### config.mk
export PLATFORM = sky130hd
export DESIGN_NAME = int_divide_unit
export DESIGN_NICKNAME = d
export VERILOG_FILES = /design/src/rtl/int_divide_unit.sv
export SDC_FILE = /design/constraint.sdc
export NUM_CORES = 1
export LEC_CHECK = 0
export CAP_MARGIN = 20
export CORE_MARGIN = 2
export CORE_UTILIZATION = 59
export DETAILED_ROUTE_END_ITERATION = 8
export PLACE_DENSITY = 0.82
export SLEW_MARGIN = 20
export SYNTH_ARGS = -nofsm -noshare
export SYNTH_HDL_FRONTEND = slang
export SYNTH_SLANG_ARGS = --single-unit
export TNS_END_PERCENT = 5
### constraint.sdc
create_clock -name clk -period 3.5 [get_ports clk]
set_input_delay 0.875 -clock clk [delete_from_list [all_inputs] [get_ports clk]]
set_output_delay 0.875 -clock clk [all_outputs]
set_load 0.01 [all_outputs]
### src/rtl/int_divide_unit.sv
`default_nettype none
// ============================================================================
// Module     : int_divide_unit
// Description: Iterative radix-2 restoring divider for RV32M DIV/DIVU/REM/REMU.
//              Produces one quotient bit per cycle. Accepts one op through a
//              valid/ready handshake and returns one tagged result as a
//              single-cycle pulse. The output has no backpressure.
//
//              Optional build macro:
//                DIV_EARLY_OUT_EN - special cases (b==0, signed overflow) and
//                divisor-magnitude > dividend-magnitude skip the iteration
//                loop and go straight to FINISH.
//
// Ports      : clk          clock, rising edge
//              rst_n        asynchronous active-low reset
//              flush        synchronous kill of the in-flight op
//              issue_valid  op presented
//              issue_ready  unit idle, can accept
//              issue_op     00 DIV, 01 DIVU, 10 REM, 11 REMU
//              issue_a      dividend (rs1)
//              issue_b      divisor  (rs2)
//              issue_tag    ROB tag
//              res_valid    one-cycle result pulse
//              res_value    quotient or remainder
//              res_tag      tag of the completing op
//              busy         op in flight
// Revision   : 1.0 - initial release
// ============================================================================
module int_divide_unit #(
   parameter int XLEN  = 32,
   parameter int TAG_W = 6
) (
   input  logic             clk,
   input  logic             rst_n,
   input  logic             flush,
   input  logic             issue_valid,
   output logic             issue_ready,
   input  logic [1:0]       issue_op,
   input  logic [XLEN-1:0]  issue_a,
   input  logic [XLEN-1:0]  issue_b,
   input  logic [TAG_W-1:0] issue_tag,
   output logic             res_valid,
   output logic [XLEN-1:0]  res_value,
   output logic [TAG_W-1:0] res_tag,
   output logic             busy
);

   localparam int                 c_cnt_w     = $clog2(XLEN);
   localparam logic [c_cnt_w-1:0] c_last_iter = c_cnt_w'(XLEN - 1);
   localparam logic [c_cnt_w-1:0] c_cnt_one   = c_cnt_w'(1);
   localparam logic [XLEN-1:0]    c_min_int   = {1'b1, {(XLEN-1){1'b0}}};
   localparam logic [XLEN-1:0]    c_all_ones  = {XLEN{1'b1}};

   typedef enum logic [1:0] {
      S_IDLE   = 2'd0,
      S_BUSY   = 2'd1,
      S_FINISH = 2'd2
   } state_t;

   state_t r_state;
   state_t w_state_nxt;

   logic [c_cnt_w-1:0] r_cnt;
   logic [XLEN-1:0]    r_q;
   logic [XLEN-1:0]    r_rem;
   logic [XLEN-1:0]    r_div;
   logic               r_neg_q;
   logic               r_neg_r;
   logic               r_op_rem;
   logic               r_special;
   logic [XLEN-1:0]    r_spec_val;
   logic [TAG_W-1:0]   r_tag;
   logic               r_res_valid;
   logic [XLEN-1:0]    r_res_value;
   logic [TAG_W-1:0]   r_res_tag;

   // ------------------------------------------------------------------------
   // Accept-side decode
   // ------------------------------------------------------------------------
   logic            w_accept;
   logic            w_signed;
   logic            w_sa;
   logic            w_sb;
   logic [XLEN-1:0] w_a_mag;
   logic [XLEN-1:0] w_b_mag;
   logic            w_b_zero;
   logic            w_ovf;
   logic            w_special;
   logic [XLEN-1:0] w_spec_val;
   logic            w_early;

   assign issue_ready = (r_state == S_IDLE);
   assign busy        = (r_state != S_IDLE);
   assign w_accept    = issue_valid & issue_ready & ~flush;

   // DIV and REM (op[0]==0) are the signed flavours
   assign w_signed  = ~issue_op[0];
   assign w_sa      = w_signed & issue_a[XLEN-1];
   assign w_sb      = w_signed & issue_b[XLEN-1];
   // Negating the most negative value wraps back to itself, which is still
   // the correct unsigned magnitude.
   assign w_a_mag   = w_sa ? -issue_a : issue_a;
   assign w_b_mag   = w_sb ? -issue_b : issue_b;
   assign w_b_zero  = (issue_b == '0);
   assign w_ovf     = w_signed & (issue_a == c_min_int) & (issue_b == c_all_ones);
   assign w_special = w_b_zero | w_ovf;

   always_comb begin
      w_spec_val = '0;
      if (w_b_zero) begin
         w_spec_val = issue_op[1] ? issue_a : c_all_ones;
      end else begin
         w_spec_val = issue_op[1] ? '0 : c_min_int;
      end
   end

`ifdef DIV_EARLY_OUT_EN
   assign w_early = w_special | (w_b_mag > w_a_mag);
`else
   assign w_early = 1'b0;
`endif

   // ------------------------------------------------------------------------
   // Restoring step. The shifted partial remainder needs XLEN+1 bits; the
   // stored remainder is always below the divisor so XLEN bits suffice, and
   // the difference (taken only when it is non-negative) also fits in XLEN.
   // ------------------------------------------------------------------------
   logic [XLEN:0]   w_rem_sh;
   logic            w_ge;
   logic [XLEN-1:0] w_rem_sub;

   assign w_rem_sh  = {r_rem, r_q[XLEN-1]};
   assign w_ge      = (w_rem_sh >= {1'b0, r_div});
   assign w_rem_sub = w_rem_sh[XLEN-1:0] - r_div;

   // ------------------------------------------------------------------------
   // Sign fix and special-case override
   // ------------------------------------------------------------------------
   logic [XLEN-1:0] w_quot;
   logic [XLEN-1:0] w_remv;
   logic [XLEN-1:0] w_result;

   assign w_quot   = r_neg_q ? -r_q : r_q;
   assign w_remv   = r_neg_r ? -r_rem : r_rem;
   assign w_result = r_special ? r_spec_val : (r_op_rem ? w_remv : w_quot);

   // ------------------------------------------------------------------------
   // FSM
   // ------------------------------------------------------------------------
   always_ff @(posedge clk or negedge rst_n) begin
      if (!rst_n) begin
         r_state <= S_IDLE;
      end else begin
         r_state <= w_state_nxt;
      end
   end

   always_comb begin
      w_state_nxt = r_state;
      if (flush) begin
         w_state_nxt = S_IDLE;
      end else begin
         case (r_state)
            S_IDLE: begin
               if (w_accept) begin
                  w_state_nxt = w_early ? S_FINISH : S_BUSY;
               end
            end
            S_BUSY: begin
               if (r_cnt == c_last_iter) begin
                  w_state_nxt = S_FINISH;
               end
            end
            S_FINISH: begin
               w_state_nxt = S_IDLE;
            end
            default: begin
               w_state_nxt = S_IDLE;
            end
         endcase
      end
   end

   // ------------------------------------------------------------------------
   // Datapath and output registers
   // ------------------------------------------------------------------------
   always_ff @(posedge clk or negedge rst_n) begin
      if (!rst_n) begin
         r_cnt       <= '0;
         r_q         <= '0;
         r_rem       <= '0;
         r_div       <= '0;
         r_neg_q     <= 1'b0;
         r_neg_r     <= 1'b0;
         r_op_rem    <= 1'b0;
         r_special   <= 1'b0;
         r_spec_val  <= '0;
         r_tag       <= '0;
         r_res_valid <= 1'b0;
         r_res_value <= '0;
         r_res_tag   <= '0;
      end else begin
         // A flush landing in FINISH discards the pending result
         r_res_valid <= (r_state == S_FINISH) & ~flush;
         if ((r_state == S_FINISH) && !flush) begin
            r_res_value <= w_result;
            r_res_tag   <= r_tag;
         end

         if (flush) begin
            r_cnt <= '0;
         end else if (w_accept) begin
            r_cnt      <= '0;
            r_div      <= w_b_mag;
            r_neg_q    <= w_sa ^ w_sb;
            r_neg_r    <= w_sa;
            r_op_rem   <= issue_op[1];
            r_special  <= w_special;
            r_spec_val <= w_spec_val;
            r_tag      <= issue_tag;
            // Early-out preloads the final answer: q=0, rem=|a|
            r_q        <= w_early ? '0 : w_a_mag;
            r_rem      <= w_early ? w_a_mag : '0;
         end else if (r_state == S_BUSY) begin
            r_cnt <= r_cnt + c_cnt_one;
            r_q   <= {r_q[XLEN-2:0], w_ge};
            r_rem <= w_ge ? w_rem_sub : w_rem_sh[XLEN-1:0];
         end
      end
   end

   assign res_valid = r_res_valid;
   assign res_value = r_res_value;
   assign res_tag   = r_res_tag;

endmodule
`default_nettype wire

==> flow_summary.json, run 1 <==
{
  "status": "complete, no violations",
  "setup_viol_count_final": 0,
  "chip_height_microns": 151.4,
  "worst_hold_path_type": "input port to asynchronous set/reset pin",
  "syn_inst": 1604,
  "final_layout_size_suffix_gt1_share_pct": 7.817,
  "dominantRegCellSynth": "dfrtp_1",
  "place.detailed.instances": 1970,
  "layout.cells.most_common": "nand2_1",
  "route.antenna.remaining_nets": 0,
  "synth_area_per_cell_sq_um": 7.992,
  "ys_seq_elements": 184,
  "vias": 12630,
  "route.detailed.vias_per_inst": 6.309,
  "comb_power_share_pct": 49.1,
  "final.period_utilization_pct": 92.95,
  "cts_tree": "built",
  "cts_setup_buffers": 0,
  "regToRegSetupSlack_ns": 0.25,
  "post-route-min-period_ns": 3.253,
  "cts_inserted_buffers": 17,
  "nNetsFinal": 1830,
  "clock-sinks": 184,
  "global_route.overflow_total": 0,
  "seq_area_frac_synth_pct": 35.92,
  "start_kind": "register",
  "sort_of_element_at_the_end_of_the_critical_path": "register",
  "cts_h_tree_depth": 4,
  "path_clk_slew_ns": 0.08,
  "syn-num-nets": 1720,
  "placement.cell_area_sq_um": 14600,
  "antennaDiodeCount": 0,
  "wirelength_microns": 37900,
  "max-vdd-ir-drop_mv": 0.5431,
  "worst-endpoint-required_ns": 3.82,
  "hold_buf_cts": 0,
  "timing_worst_setup_path_type": "register to register",
  "clockPowerShare_pct": 20.2,
  "fin_worst_hold_slack_ns": 0.4385,
  "grt_start_max_net_pins": 81,
  "maximum_clock_skew_at_final_layout_ns": 0.01774,
  "clock_tree.buffer_depth": 2,
  "maxCapViolations": 0,
  "cp_max_fo": 13,
  "area.growth.synth_to_final_pct": 18.66,
  "finish.cell_count_without_fillers": 2002,
  "chipWidth_microns": 151.4,
  "cts.repair.resized": 0,
  "clock.fmax_ghz": 0.3074,
  "p_per_area_nw_per_um2": 644.1,
  "detailedRoute.firstPassIterationCount": 6,
  "ys_warns": 0,
  "global_route.usage.total_pct": 33.57,
  "totalPowerFinal_mw": 9.798,
  "initial_core_util_pct": 60.60,
  "timing.max_slew.rel_slack_pct": 43.30,
  "final_hold_viol_count": 0,
  "core.rowCount": 53,
  "commonest_non_fill_non_tap_cells_in_the_layout": "268 x nand2_1, 184 x dfrtp_1, 125 x nor2_1",
  "coreArea_sq_um": 21150,
  "cp_data_arrival_time_ns": 3.57,
  "async_reset_ff_share_pct": 100.0,
  "seq_power_share_pct": 30.7,
  "final_design_area_no_fill_sq_um": 15210,
  "root_buffer_master": "clkbuf_16",
  "power.switching_mw": 4.434,
  "detailed_placer_s_ending_hpwl_microns": 27790,
  "p_leak_nw": 6.700,
  "rsz_0062_raised_after_global_routing": "false",
  "post-route-drc-count": 0,
  "initial_antenna_violation_count": 0,
  "switching_share_pct": 45.26,
  "maxSlewViolCount": 0,
  "synth_area_sq_um": 12820,
  "cell_internal_pwr_mw": 5.364,
  "number_of_global_route_vias_before_repair": 11440,
  "iteration_0_drc_markers": 1440,
  "synth_enable_flop_cells": 0,
  "design.portCount": 117,
  "design.die.area_sq_um": 22920,
  "yosys.cell_types.count": 71,
  "grt_pass1_wl_microns": 60120,
  "gpl.final_weighted_congestion": 0.9644,
  "worst_skew_pair.late_latency_ns": 0.45,
  "routedWlPerCell_microns": 18.93,
  "buffer_ports.inserted": 116,
  "timing_worst_slew_pin_value_ns": 0.8505
}
kinds of logic (layout without fill, tap and decap cells):
logic type,count (synthesis),count (layout),share of synthesized area [%]
AOI/OAI and AO/OA,411,411,20.41
xor gates and xnor gates,144,144,9.838
and+or+nand+nor,655,655,24.10
muxes,14,14,1.152
buffers and inverters,156,279,4.626
adders and majority gates,40,40,3.963
DFF,184,184,35.92
flip-flops by register name, indices dropped and copies added (netlist names):
signal      count
r_div          32
r_q            32
r_rem          32
r_spec_val     32
res_value      32
r_tag           6
res_tag         6
r_cnt           5
r_state         2
r_neg_q         1
r_neg_r         1
r_op_rem        1
r_special       1
res_valid       1
area by class of cell:
cell class	count	area, sq um
timing repair buffer	191	1800
fill	1619	5942
multi-input combinational	1264	7637
clock inverter	15	190.2
inverter	56	210.2
tap	275	344.1
clock buffer	17	425.4
sequential	184	4604
metrics by stage:
stage,setup slack (ns),utilization [%],TNS [ns]
floorplan,0.5089,-,0
global route,0.06609,71.91,0
global placement,-0.01511,69.00,-0.02003
CTS,0.3208,71.91,0
detailed placement,-0.06373,69.00,-0.1073
finish,0.2467,71.91,0
power by group through the flow:
| stage | clock network [mW] | registers (mW) | logic [mW] |
|---|---|---|---|
| after floorplan | 0 | 2.83 | 3.43 |
| after global placement | 0 | 3.00 | 4.53 |
| after detailed placement | 0 | 3.01 | 4.64 |
| after CTS | 2.00 | 2.98 | 4.70 |
| after global routing | 2.08 | 3.05 | 5.25 |
| final | 1.98 | 3.00 | 4.81 |
path summary, 6_finish.rpt:
path,from,to,depth (start not counted)
min reg2reg,r_tag[3],res_tag[3],2
min,rst_n,r_rem[12],1
max,r_div[1],r_rem[2],10
max reg2reg,r_div[1],r_rem[2],10
max in group asynchronous,rst_n,r_spec_val[7],2
min in group clk,r_tag[3],res_tag[3],2
cell usage after synthesis, types with 12 or more instances:
| library cell | number | area [sq um] |
|---|---|---|
| nand2_1 | 268 | 1006 |
| dfrtp_1 | 184 | 4604 |
| nor2_1 | 127 | 476.7 |
| o21ai_0 | 100 | 500.5 |
| a21oi_1 | 95 | 475.5 |
| clkbuf_1 | 88 | 330.3 |
| nand3_1 | 78 | 390.4 |
| xnor2_1 | 78 | 683.2 |
| xor2_1 | 66 | 578.1 |
| inv_1 | 56 | 210.2 |
| o31ai_1 | 55 | 412.9 |
| ha_1 | 39 | 488.0 |
| nor2b_1 | 33 | 206.5 |
| a31oi_1 | 31 | 193.9 |
| nor3_1 | 24 | 120.1 |
| a211oi_1 | 23 | 172.7 |
| and3_1 | 18 | 112.6 |
| o21ai_1 | 17 | 85.08 |
| nand4_1 | 16 | 100.1 |
| or3_1 | 14 | 87.58 |
| nand2b_1 | 13 | 81.33 |
| o41ai_1 | 13 | 113.9 |
| nor4_1 | 12 | 75.07 |
| or4_1 | 12 | 90.09 |
critical path, cell delays in order (launching register included):
cell      delay (ns)
dfrtp_1         0.38
inv_1           0.18
ha_1            0.28
nor2b_1         0.15
o31a_1          0.33
o211ai_1        0.30
nand3_1         0.20
a21oi_1         0.38
o211ai_1        0.32
buf_4           0.29
o311ai_0        0.31
routing by layer:
layer / up-vias / global-route usage, % / wire (microns)
met5: - / 0 / 0
met3: 111 / 7.259 / 4040
li1: 5893 / - / -
met2: 679 / 51.79 / 16930
met1: 5947 / 46.95 / 15720
met4: 0 / 11.50 / 1216
Power figures use the tool's default switching activity.
==> run 2: changes to the inputs <==
CAP_MARGIN = not set   (was 20)
SLEW_MARGIN = not set   (was 20)
==> results of run 2 <==
Same layout as run 1: the final DEF is identical, and so are final timing and power.
